**src/rtl/voice_allocator.sv**
```systemverilog
// Polyphonic voice allocator: retrigger / first-free / steal, one voice examined per scan cycle.
// Optional `VOICE_ALLOC_LRU_EN replaces the round-robin steal pointer with per-voice age tracking.
module voice_allocator #(
  parameter int NUM_VOICES = 8,
  parameter int VID_W      = 3,
  parameter int D_W        = 16
) (
  input  logic                      sys_clk,
  input  logic                      sys_rst_n,
  input  logic                      evt_valid,
  output logic                      evt_ready,
  input  logic                      evt_is_on,
  input  logic [D_W-1:0]            evt_div,
  input  logic                      panic,
  output logic [NUM_VOICES*D_W-1:0] voice_div,
  output logic [NUM_VOICES-1:0]     voice_active,
  output logic                      alloc_valid,
  output logic [VID_W-1:0]          alloc_voice,
  output logic                      alloc_steal
);

  // state | meaning
  // IDLE   | ready for an event; alloc_valid pulses here after a commit
  // SCAN   | examine one voice per cycle for match / free (/ oldest)
  // COMMIT | apply retrigger, allocate, steal or release
  typedef enum logic [1:0] {IDLE, SCAN, COMMIT} state_t;

  state_t           state_q, state_d;
  logic [D_W-1:0]   div_q [NUM_VOICES];
  logic [D_W-1:0]   div_d [NUM_VOICES];
  logic [NUM_VOICES-1:0] active_q, active_d;
  logic             is_on_q, is_on_d;
  logic [D_W-1:0]   ldiv_q, ldiv_d;
  logic [VID_W-1:0] scan_idx_q, scan_idx_d;
  logic             match_found_q, match_found_d;
  logic [VID_W-1:0] match_idx_q, match_idx_d;
  logic             free_found_q, free_found_d;
  logic [VID_W-1:0] free_idx_q, free_idx_d;
  logic             alloc_valid_q, alloc_valid_d;
  logic [VID_W-1:0] alloc_voice_q, alloc_voice_d;
  logic             alloc_steal_q, alloc_steal_d;
  logic             accept;
  logic [VID_W-1:0] tgt;
  logic [VID_W-1:0] victim;
`ifdef VOICE_ALLOC_LRU_EN
  logic [VID_W-1:0] age_q [NUM_VOICES];
  logic [VID_W-1:0] age_d [NUM_VOICES];
  logic [VID_W-1:0] oldest_idx_q, oldest_idx_d;
  logic [VID_W-1:0] oldest_age_q, oldest_age_d;
  logic [VID_W-1:0] old_age;
`else
  logic [VID_W-1:0] steal_ptr_q, steal_ptr_d;
`endif

  always_ff @(posedge sys_clk or negedge sys_rst_n) begin
    if (!sys_rst_n) begin
      state_q       <= IDLE;
      for (int i = 0; i < NUM_VOICES; i++) div_q[i] <= '0;
      active_q      <= '0;
      is_on_q       <= 1'b0;
      ldiv_q        <= '0;
      scan_idx_q    <= '0;
      match_found_q <= 1'b0;
      match_idx_q   <= '0;
      free_found_q  <= 1'b0;
      free_idx_q    <= '0;
      alloc_valid_q <= 1'b0;
      alloc_voice_q <= '0;
      alloc_steal_q <= 1'b0;
`ifdef VOICE_ALLOC_LRU_EN
      for (int i = 0; i < NUM_VOICES; i++) age_q[i] <= VID_W'(i);
      oldest_idx_q  <= '0;
      oldest_age_q  <= '0;
`else
      steal_ptr_q   <= '0;
`endif
    end else begin
      state_q       <= state_d;
      div_q         <= div_d;
      active_q      <= active_d;
      is_on_q       <= is_on_d;
      ldiv_q        <= ldiv_d;
      scan_idx_q    <= scan_idx_d;
      match_found_q <= match_found_d;
      match_idx_q   <= match_idx_d;
      free_found_q  <= free_found_d;
      free_idx_q    <= free_idx_d;
      alloc_valid_q <= alloc_valid_d;
      alloc_voice_q <= alloc_voice_d;
      alloc_steal_q <= alloc_steal_d;
`ifdef VOICE_ALLOC_LRU_EN
      age_q         <= age_d;
      oldest_idx_q  <= oldest_idx_d;
      oldest_age_q  <= oldest_age_d;
`else
      steal_ptr_q   <= steal_ptr_d;
`endif
    end
  end

  always_comb begin
    evt_ready = (state_q == IDLE) && !panic;
    accept    = evt_valid && evt_ready;
  end

  always_comb begin
    state_d = state_q;
    if (panic) begin
      state_d = IDLE;
    end else begin
      case (state_q)
        IDLE:    if (accept && !(evt_is_on && evt_div == '0)) state_d = SCAN;
        SCAN:    if (scan_idx_q == VID_W'(NUM_VOICES-1)) state_d = COMMIT;
        COMMIT:  state_d = IDLE;
        default: state_d = IDLE;
      endcase
    end
  end

`ifdef VOICE_ALLOC_LRU_EN
  assign victim = oldest_idx_q;
`else
  assign victim = steal_ptr_q;
`endif

  always_comb begin
    div_d         = div_q;
    active_d      = active_q;
    is_on_d       = is_on_q;
    ldiv_d        = ldiv_q;
    scan_idx_d    = scan_idx_q;
    match_found_d = match_found_q;
    match_idx_d   = match_idx_q;
    free_found_d  = free_found_q;
    free_idx_d    = free_idx_q;
    alloc_valid_d = 1'b0;
    alloc_voice_d = alloc_voice_q;
    alloc_steal_d = alloc_steal_q;
    tgt           = victim;
`ifdef VOICE_ALLOC_LRU_EN
    age_d         = age_q;
    oldest_idx_d  = oldest_idx_q;
    oldest_age_d  = oldest_age_q;
    old_age       = '0;
`else
    steal_ptr_d   = steal_ptr_q;
`endif
    case (state_q)
      IDLE: begin
        if (accept) begin
          is_on_d       = evt_is_on;
          ldiv_d        = evt_div;
          scan_idx_d    = '0;
          match_found_d = 1'b0;
          free_found_d  = 1'b0;
        end
      end
      SCAN: begin
        if (active_q[scan_idx_q] && div_q[scan_idx_q] == ldiv_q && !match_found_q) begin
          match_found_d = 1'b1;
          match_idx_d   = scan_idx_q;
        end
        if (!active_q[scan_idx_q] && !free_found_q) begin
          free_found_d = 1'b1;
          free_idx_d   = scan_idx_q;
        end
`ifdef VOICE_ALLOC_LRU_EN
        // strict compare keeps the lowest index on ties
        if (scan_idx_q == '0 || age_q[scan_idx_q] > oldest_age_q) begin
          oldest_idx_d = scan_idx_q;
          oldest_age_d = age_q[scan_idx_q];
        end
`endif
        scan_idx_d = scan_idx_q + VID_W'(1);
      end
      COMMIT: begin
        if (is_on_q) begin
          alloc_valid_d = 1'b1;
          alloc_steal_d = 1'b0;
          if (match_found_q) begin
            tgt = match_idx_q;
          end else if (free_found_q) begin
            tgt = free_idx_q;
          end else begin
            tgt           = victim;
            alloc_steal_d = 1'b1;
`ifndef VOICE_ALLOC_LRU_EN
            steal_ptr_d   = steal_ptr_q + VID_W'(1);
`endif
          end
          div_d[tgt]    = ldiv_q;
          active_d[tgt] = 1'b1;
          alloc_voice_d = tgt;
`ifdef VOICE_ALLOC_LRU_EN
          old_age = age_q[tgt];
          for (int i = 0; i < NUM_VOICES; i++) begin
            if (VID_W'(i) == tgt)     age_d[i] = '0;
            else if (age_q[i] < old_age) age_d[i] = age_q[i] + VID_W'(1);
          end
`endif
        end else if (match_found_q) begin
          tgt           = match_idx_q;
          div_d[tgt]    = '0;
          active_d[tgt] = 1'b0;
          alloc_valid_d = 1'b1;
          alloc_voice_d = tgt;
          alloc_steal_d = 1'b0;
        end
      end
      default: ;
    endcase
    // panic wins over everything, including a commit in the same cycle
    if (panic) begin
      for (int i = 0; i < NUM_VOICES; i++) div_d[i] = '0;
      active_d      = '0;
      alloc_valid_d = 1'b0;
      alloc_voice_d = alloc_voice_q;
      alloc_steal_d = alloc_steal_q;
`ifdef VOICE_ALLOC_LRU_EN
      age_d         = age_q;
`else
      steal_ptr_d   = steal_ptr_q;
`endif
    end
  end

  for (genvar i = 0; i < NUM_VOICES; i++) begin : g_div
    assign voice_div[i*D_W +: D_W] = div_q[i];
  end

  assign voice_active = active_q;
  assign alloc_valid  = alloc_valid_q;
  assign alloc_voice  = alloc_voice_q;
  assign alloc_steal  = alloc_steal_q;

endmodule

```
**config.mk**
```make
export PLATFORM = sky130hd
export DESIGN_NAME = voice_allocator
export DESIGN_NICKNAME = d
export VERILOG_FILES = /design/src/rtl/voice_allocator.sv
export SDC_FILE = /design/constraint.sdc
export NUM_CORES = 1
export LEC_CHECK = 0
export CAP_MARGIN = 20
export CORE_MARGIN = 10
export CORE_UTILIZATION = 48
export CTS_CLUSTER_SIZE = 14
export DETAILED_ROUTE_END_ITERATION = 6
export PLACE_DENSITY = 0.85
export SYNTH_ARGS = -nofsm -noshare
export SYNTH_HDL_FRONTEND = slang
export SYNTH_SLANG_ARGS = --single-unit
```
**constraint.sdc**
```tcl
create_clock -name sys_clk -period 2.32 [get_ports sys_clk]
set_clock_uncertainty 0.05 [all_clocks]
set_input_delay 0.58 -clock sys_clk [delete_from_list [all_inputs] [get_ports sys_clk]]
set_output_delay 0.58 -clock sys_clk [all_outputs]
set_load 0.02 [all_outputs]
```
## Word-level counts from Yosys, hierarchy flattened

Index checks and enable logic that the tools add are counted.

| operators by class | value |
|---|---|
| add/subtract/negate cells | 2 |
| eq/ne operators | 9 |
| reduce and logical (&&, ||, !) cells | 32 |
| bitwise logic cells | 11 |
| multiplexer cells | 47 |
| order comparisons | 10 |

Operators with widths:

| cell | number |
|---|---|
| $mux W128 | 4 |
| $and A128 B128 Y128 | 1 |
| $bwmux W128 | 1 |
| $not A128 Y128 | 1 |
| $demux W16 S3 | 2 |
| $mux W16 | 4 |
| $bmux W16 S3 | 1 |
| $mux W8 | 4 |
| $mux W3 | 7 |
| $eq A16 B16 Y1 | 1 |
| $logic_not A16 Y1 | 1 |
| $mux W1 | 14 |
| $ge A4 B4 Y1 const B | 3 |
| $lt A3 B4 Y1 const B | 3 |
| $not A3 Y4 | 3 |
| $reduce_and A2 Y1 | 6 |
| $logic_and A1 B1 Y1 | 11 |
| $reduce_and A3 Y1 | 3 |
| $and A8 B8 Y8 | 1 |
| $lt A4 B1 Y1 const B | 2 |
| $not A8 Y8 | 1 |
| $or A8 B8 Y8 | 1 |
| $add A3 B1 Y3 const B | 2 |
| $demux W1 S3 | 2 |
| other kinds (18) | 32 |

| storage, ports and cells | value |
|---|---|
| output and inout bits | 142 |
| input bits | 21 |
| flip-flop bits (word level) | 174 |
| word-level logic and storage cells | 132 |

## Longest topological paths before layout

| depth | value |
|---|---|
| word-level depth | 13 |
| gate-level depth with buffers | 10 |
| gate-level depth less buffers | 7 |

## Worst setup path after synthesis

Ideal clock, no wire load.

| path | value |
|---|---|
| path kind | flip-flop to flip-flop |
| start point | reg scan_idx_q[1] |
| end point | reg match_idx_q[0] |
| data required time | 2.145 ns |
| library setup time | 0.125 ns |
| arrival time | 2.320 ns |
| path buffers | 1 |
| stages on the path, launching flop included | 9 |
| path slack | -0.175 ns |
| period minus slack after synthesis | 2.495 ns |
| cell sequence | dfrtp_1 -> buf_6 -> mux4_2 -> mux2i_1 -> xnor2_1 -> nor4_2 -> nand4_1 -> nor4_4 -> mux2_4 |

| on the way | value |
|---|---|
| cells in the longest elaborated chain, start to end | 8 |
| elaborated cells on any way between the ends | 10 |
| classes of those cells | eq/ne: 1; mux: 5; bitwise: 1; reduce/logical: 3 |

Ends and longest elaborated chain:

| what | RTL line | source |
|---|---|---|
| from (decl) | 34 | `logic [VID_W-1:0] scan_idx_q, scan_idx_d;` |
| from (signal assigned) | 83 | `scan_idx_q <= scan_idx_d;` |
| $not A3 Y4 (not written as such) | 159 | `if (active_q[scan_idx_q] && div_q[scan_idx_q] == ldiv_q && !match_found_q) begin` |
| $bmux W16 S3 | 159 |  |
| $mux W16 (not written as such) (2 in series) | 159 |  |
| $eq A16 B16 Y1 | 159 |  |
| $logic_and A1 B1 Y1 (*) (2 in series) | 159 |  |
| $reduce_and A2 Y1 (no source line) (*) | -- |  |
| to (signal assigned) | 85 | `match_idx_q <= match_idx_d;` |
| to (decl) | 36 | `logic [VID_W-1:0] match_idx_q, match_idx_d;` |

Every way passes the cells marked *; elsewhere a longest branch is shown, timed or not. The select of a mux whose other input is x is not followed.
A chain may end at the register's enable or synchronous reset.

## Worst setup path in the final report

| path | value |
|---|---|
| start point | reg scan_idx_q[1] |
| end point | reg match_idx_q[1] |

| on the way | value |
|---|---|
| cells in the longest elaborated chain, start to end | 8 |
| elaborated cells on any way between the ends | 10 |
| classes of those cells | eq/ne: 1; mux: 5; bitwise: 1; reduce/logical: 3 |

Ends and longest elaborated chain:

| what | RTL line |
|---|---|
| $not A3 Y4 (not written as such) | 159 |
| $bmux W16 S3 | 159 |
| $mux W16 (not written as such) (2 in series) | 159 |
| $eq A16 B16 Y1 | 159 |
| $logic_and A1 B1 Y1 (2 in series) | 159 |
| $reduce_and A2 Y1 (no source line) | -- |

Several ways; a longest one is shown, not always the timed one. The select of a mux whose other input is x is not followed.

==> impl_metrics.csv <==
group,metric,value,unit
outcome,status,"complete, but fails checks",
outcome,violations,"DRC, setup timing",
final_layout,num-nets-final,1257,
critical_path,cp.required,2600,ps
clocking,clock_sinks,174,
final_layout,finalCoreUtilization,70.4,%
synth,synth.area.top_cells,"dfrtp_1 (47%), o22a_1 (12%), nand2_1 (7.7%)",
floorplanning,num_rows,50,
final_layout,fin_area,13300,um2
critical_path,critPathArrivalTime,3200,ps
routing,wl_met1,13200,um
final_layout,area_growth,42.8,%
sta,rsz0062_at_grt,"true",
routing,wl_met2,17300,um
routing,wl_per_cell,25.7,um
synth,postSynthCellCount,937,
final_layout,finalNonFillerCells,1506,
critical_path,crit_type,"flip-flop to flip-flop",
clocking,ctsRootBufferMaster,"clkbuf_16",
placed_design,finalWeightedCongestion,0.991,
routing,top_layer_used,"met4",
synth,synth-main-ff-cell,"dfrtp_1",
critical_path,reg2reg_to,"match_idx_q[1]$_DFFE_PN0P_",
sta,worstMarginPinSlew,1040,ps
floorplanning,chipHeight,160,um
final_layout,layout-drive-gt1-share,24.6,%
routing,antenna_left,0,
critical_path,cp-endpoint,"match_idx_q[1]$_DFFE_PN0P_",
global_routing,grt_antenna_before_repair,0,
placed_design,port_buffers,162,
critical_path,crit_slowest_cell,"mux4_2",
floorplanning,dieArea,25400,um2
critical_path,crit_chain,"buf_6 > buf_6 > buf_6 > mux4_2 > mux2i_2 > xor2_1 > nand2_1 > nor4_4 > buf_4 > mux2_4",
placed_design,placed_cell_area,12500,um2
sta,min_period,2920,ps
critical_path,cp-startpoint,"scan_idx_q[1]$_DFFE_PN0P_",
power,p_total,9.88,mW
sta,final.period_utilization,126,%
clocking,worstSkewPairLatency,450,ps
clocking,cts_buffers,17,
synth,synth-edff-count,0,
floorplanning,start_util,49.3,%
synth,syn-cell-area,9340,um2
critical_path,cp_top_family,"multiplexers",
floorplanning,die_w,160,um
clocking,clockBufferDepth,2,
synth,synth-seq-area-share,46.6,%
floorplanning,core,19000,um2
sta,relSlewSlack,30.9,%
routing,vias,9877,
critical_path,worstRegToRegCells,10,
sta,slew_violations,0,
job,drv_cap,0,
routing,drt-initial-drc-count,1534,
worst_hold_path,min_path_type,"input port to async pin",
synth,synth_cell_types,48,
critical_path,crit_fanout,4,
critical_path,path_buf_inv,4,
global_routing,groute.usage.overall,29.5,%
routing,wl_met3,5110,um
routing,first_pass_iters,7,
final_layout,n_antenna_cell,0,
synth,ys_async_sr_fraction,100,%
routing,drc,1,
synth,synth_warnings,0,
clocking,cts_hold_buf,0,
final_layout,n_fill_cell,1244,
critical_path,cp_common_cell,"buf_6",
synth,ys_ff_latch,174,
floorplanning,ioPinCount,163,
clocking,cts_tree,"built",
synth,synth_top_cell_by_area,"dfrtp_1",
power,leakage,6.37,nW
global_routing,grt_pass1_wl,59300,um
critical_path,cp-end-kind,"flip-flop",
clocking,htreeDepth,4,
critical_path,cp-start-kind,"flip-flop",
synth,avgSynthCellArea,9.97,um2
synth,syn-num-nets,961,
critical_path,max_stage_delay,530,ps
power,p_per_area,740,nW/um2
sta,setup_violations,73,
synth,synth_top_area_share,46.6,%
critical_path,r2r_slack,-600,ps
power,irDropWorstVdd,0.822,mV
sta,hold_violations,0,
sta,layout_setup_ws,-605,ps
placed_design,place_inst,1458,
critical_path,r2r_start,"scan_idx_q[1]$_DFFE_PN0P_",
global_routing,grt_pass1_vias,9809,
routing,wirelength,38700,um
critical_path,cp.depth,10,
global_routing,grt_max_degree,96,
clocking,clk_pin_slew,70,ps
sta,max_freq,342,MHz
routing,avgViaCountPerCell,6.56,
global_routing,grt.overflow.total,0,
placed_design,hpwl,25800,um
-- cells by family (layout without fill, tap and decap cells) --
logic type	Yosys count	after routing	share of synthesized area, %
DFF	174	174	46.6
xor gates and xnor gates	18	18	1.69
AOI/OAI and AO/OA	309	309	22.7
and+or+nand+nor	265	265	12.7
muxes	70	70	10.7
buffers and inverters	98	407	5.17
adders and majority gates	3	3	0.402
-- flip-flops by register name, summed over array words and instances, names as in the netlist --
name	flops
match_found_q	1
is_on_q	1
voice_div	128
voice_active	8
ldiv_q	16
alloc_valid	1
alloc_steal	1
steal_ptr_q	3
alloc_voice	3
scan_idx_q	3
free_idx_q	3
state_q	2
match_idx_q	3
free_found_q	1
-- cells in the mapped netlist, drive strengths merged (2+ instances only) --
master and n:
nor2 22, clkbuf 61, inv 4, xor2 6, o22a 128, o22ai 4
nor2b 9, o2bb2ai 2, buf 33, mux4 20, o21a 3, o21ai 15
a31o 2, nor3b 5, xnor2 12, nand2b 4, a21oi 134, nand3 3
a221oi 6, nor3 13, mux2 20, mux2i 30, a211oi 5, nand4 4
a21o 7, nand2 192, nor4 8, ha 3, dfrtp 174
-- timing repair --
action                     in CTS  in global routing
gates resized for setup        18                 11
setup endpoints to repair      45                108
pin swaps                       7                  5
setup buffers                   9                  7
-- layout by cell type, fill, tap and decap left out, drive strengths merged, types with 5 or more instances in the layout --
cell	n
buf	210
xnor2	12
a221oi	6
clkdlybuf4s50	160
inv	7
mux4	20
a21oi	134
xor2	6
a21o	7
nor2b	9
mux2	20
nor3b	5
o22a	128
nor3	13
nand2	192
o21ai	15
mux2i	30
nor2	22
clkbuf	21
nor4	8
a211oi	5
dfrtp	174
-- stage by stage --
step,setup WS [ps],hold WS (ps),setup TNS (ps)
floorplan,-175,234,-526
global placement,-335,415,-15200
detailed placement,-411,421,-20690
CTS,-440,77.2,-1790
global route,-547,86.7,-20720
finish,-605,42.1,-11610
-- worst reg2reg max path: cells and delay by family, from the launching register on --
family	cells	cell delay, ps
XOR/XNOR	1	290
buffers and inverters	4	530
flip-flops	1	420
multiplexers	3	1070
AND/OR/NAND/NOR	2	440
-- per-layer routing --
metal	track usage, %	up-vias
li1	-	4001
met5	0	-
met4	17.7	0
met2	45.7	956
met1	35.0	4678
met3	9.86	242
-- area by class of cell --
class	instances	area (um2)	area share, %
clock buffer	21	460	3.45
multi-input combinational	665	4610	34.5
inverter	4	15.0	0.113
timing repair buffer	371	3420	25.6
clock inverter	11	156	1.17
tap	260	325	2.44
sequential	174	4360	32.7
-- where the power goes --
| group | internal, mW | total (mW) | switching [mW] |
|---|---|---|---|
| logic | 1.42 | 3.50 | 2.08 |
| registers | 3.16 | 3.34 | 0.177 |
| clock network | 1.77 | 3.04 | 1.28 |
| total | 6.35 | 9.88 | 3.53 |
-- worst min-delay path by stage --
stage | start | endpoint | slack (ps)
3_5_place_dp | steal_ptr_q[2]$_DFFE_PN0P_ | steal_ptr_q[2]$_DFFE_PN0P_ | 420
5_1_grt | sys_rst_n | alloc_valid$_DFF_PN0_ | 90
4_1_cts | sys_rst_n | ldiv_q[4]$_DFFE_PN0P_ | 80
3_3_place_gp | steal_ptr_q[2]$_DFFE_PN0P_ | steal_ptr_q[2]$_DFFE_PN0P_ | 410
6_report | sys_rst_n | alloc_voice[2]$_DFFE_PN0P_ | 40
2_1_floorplan | sys_rst_n | alloc_steal$_DFFE_PN0P_ | 230
Note: power is estimated with default switching activity, not from simulation.
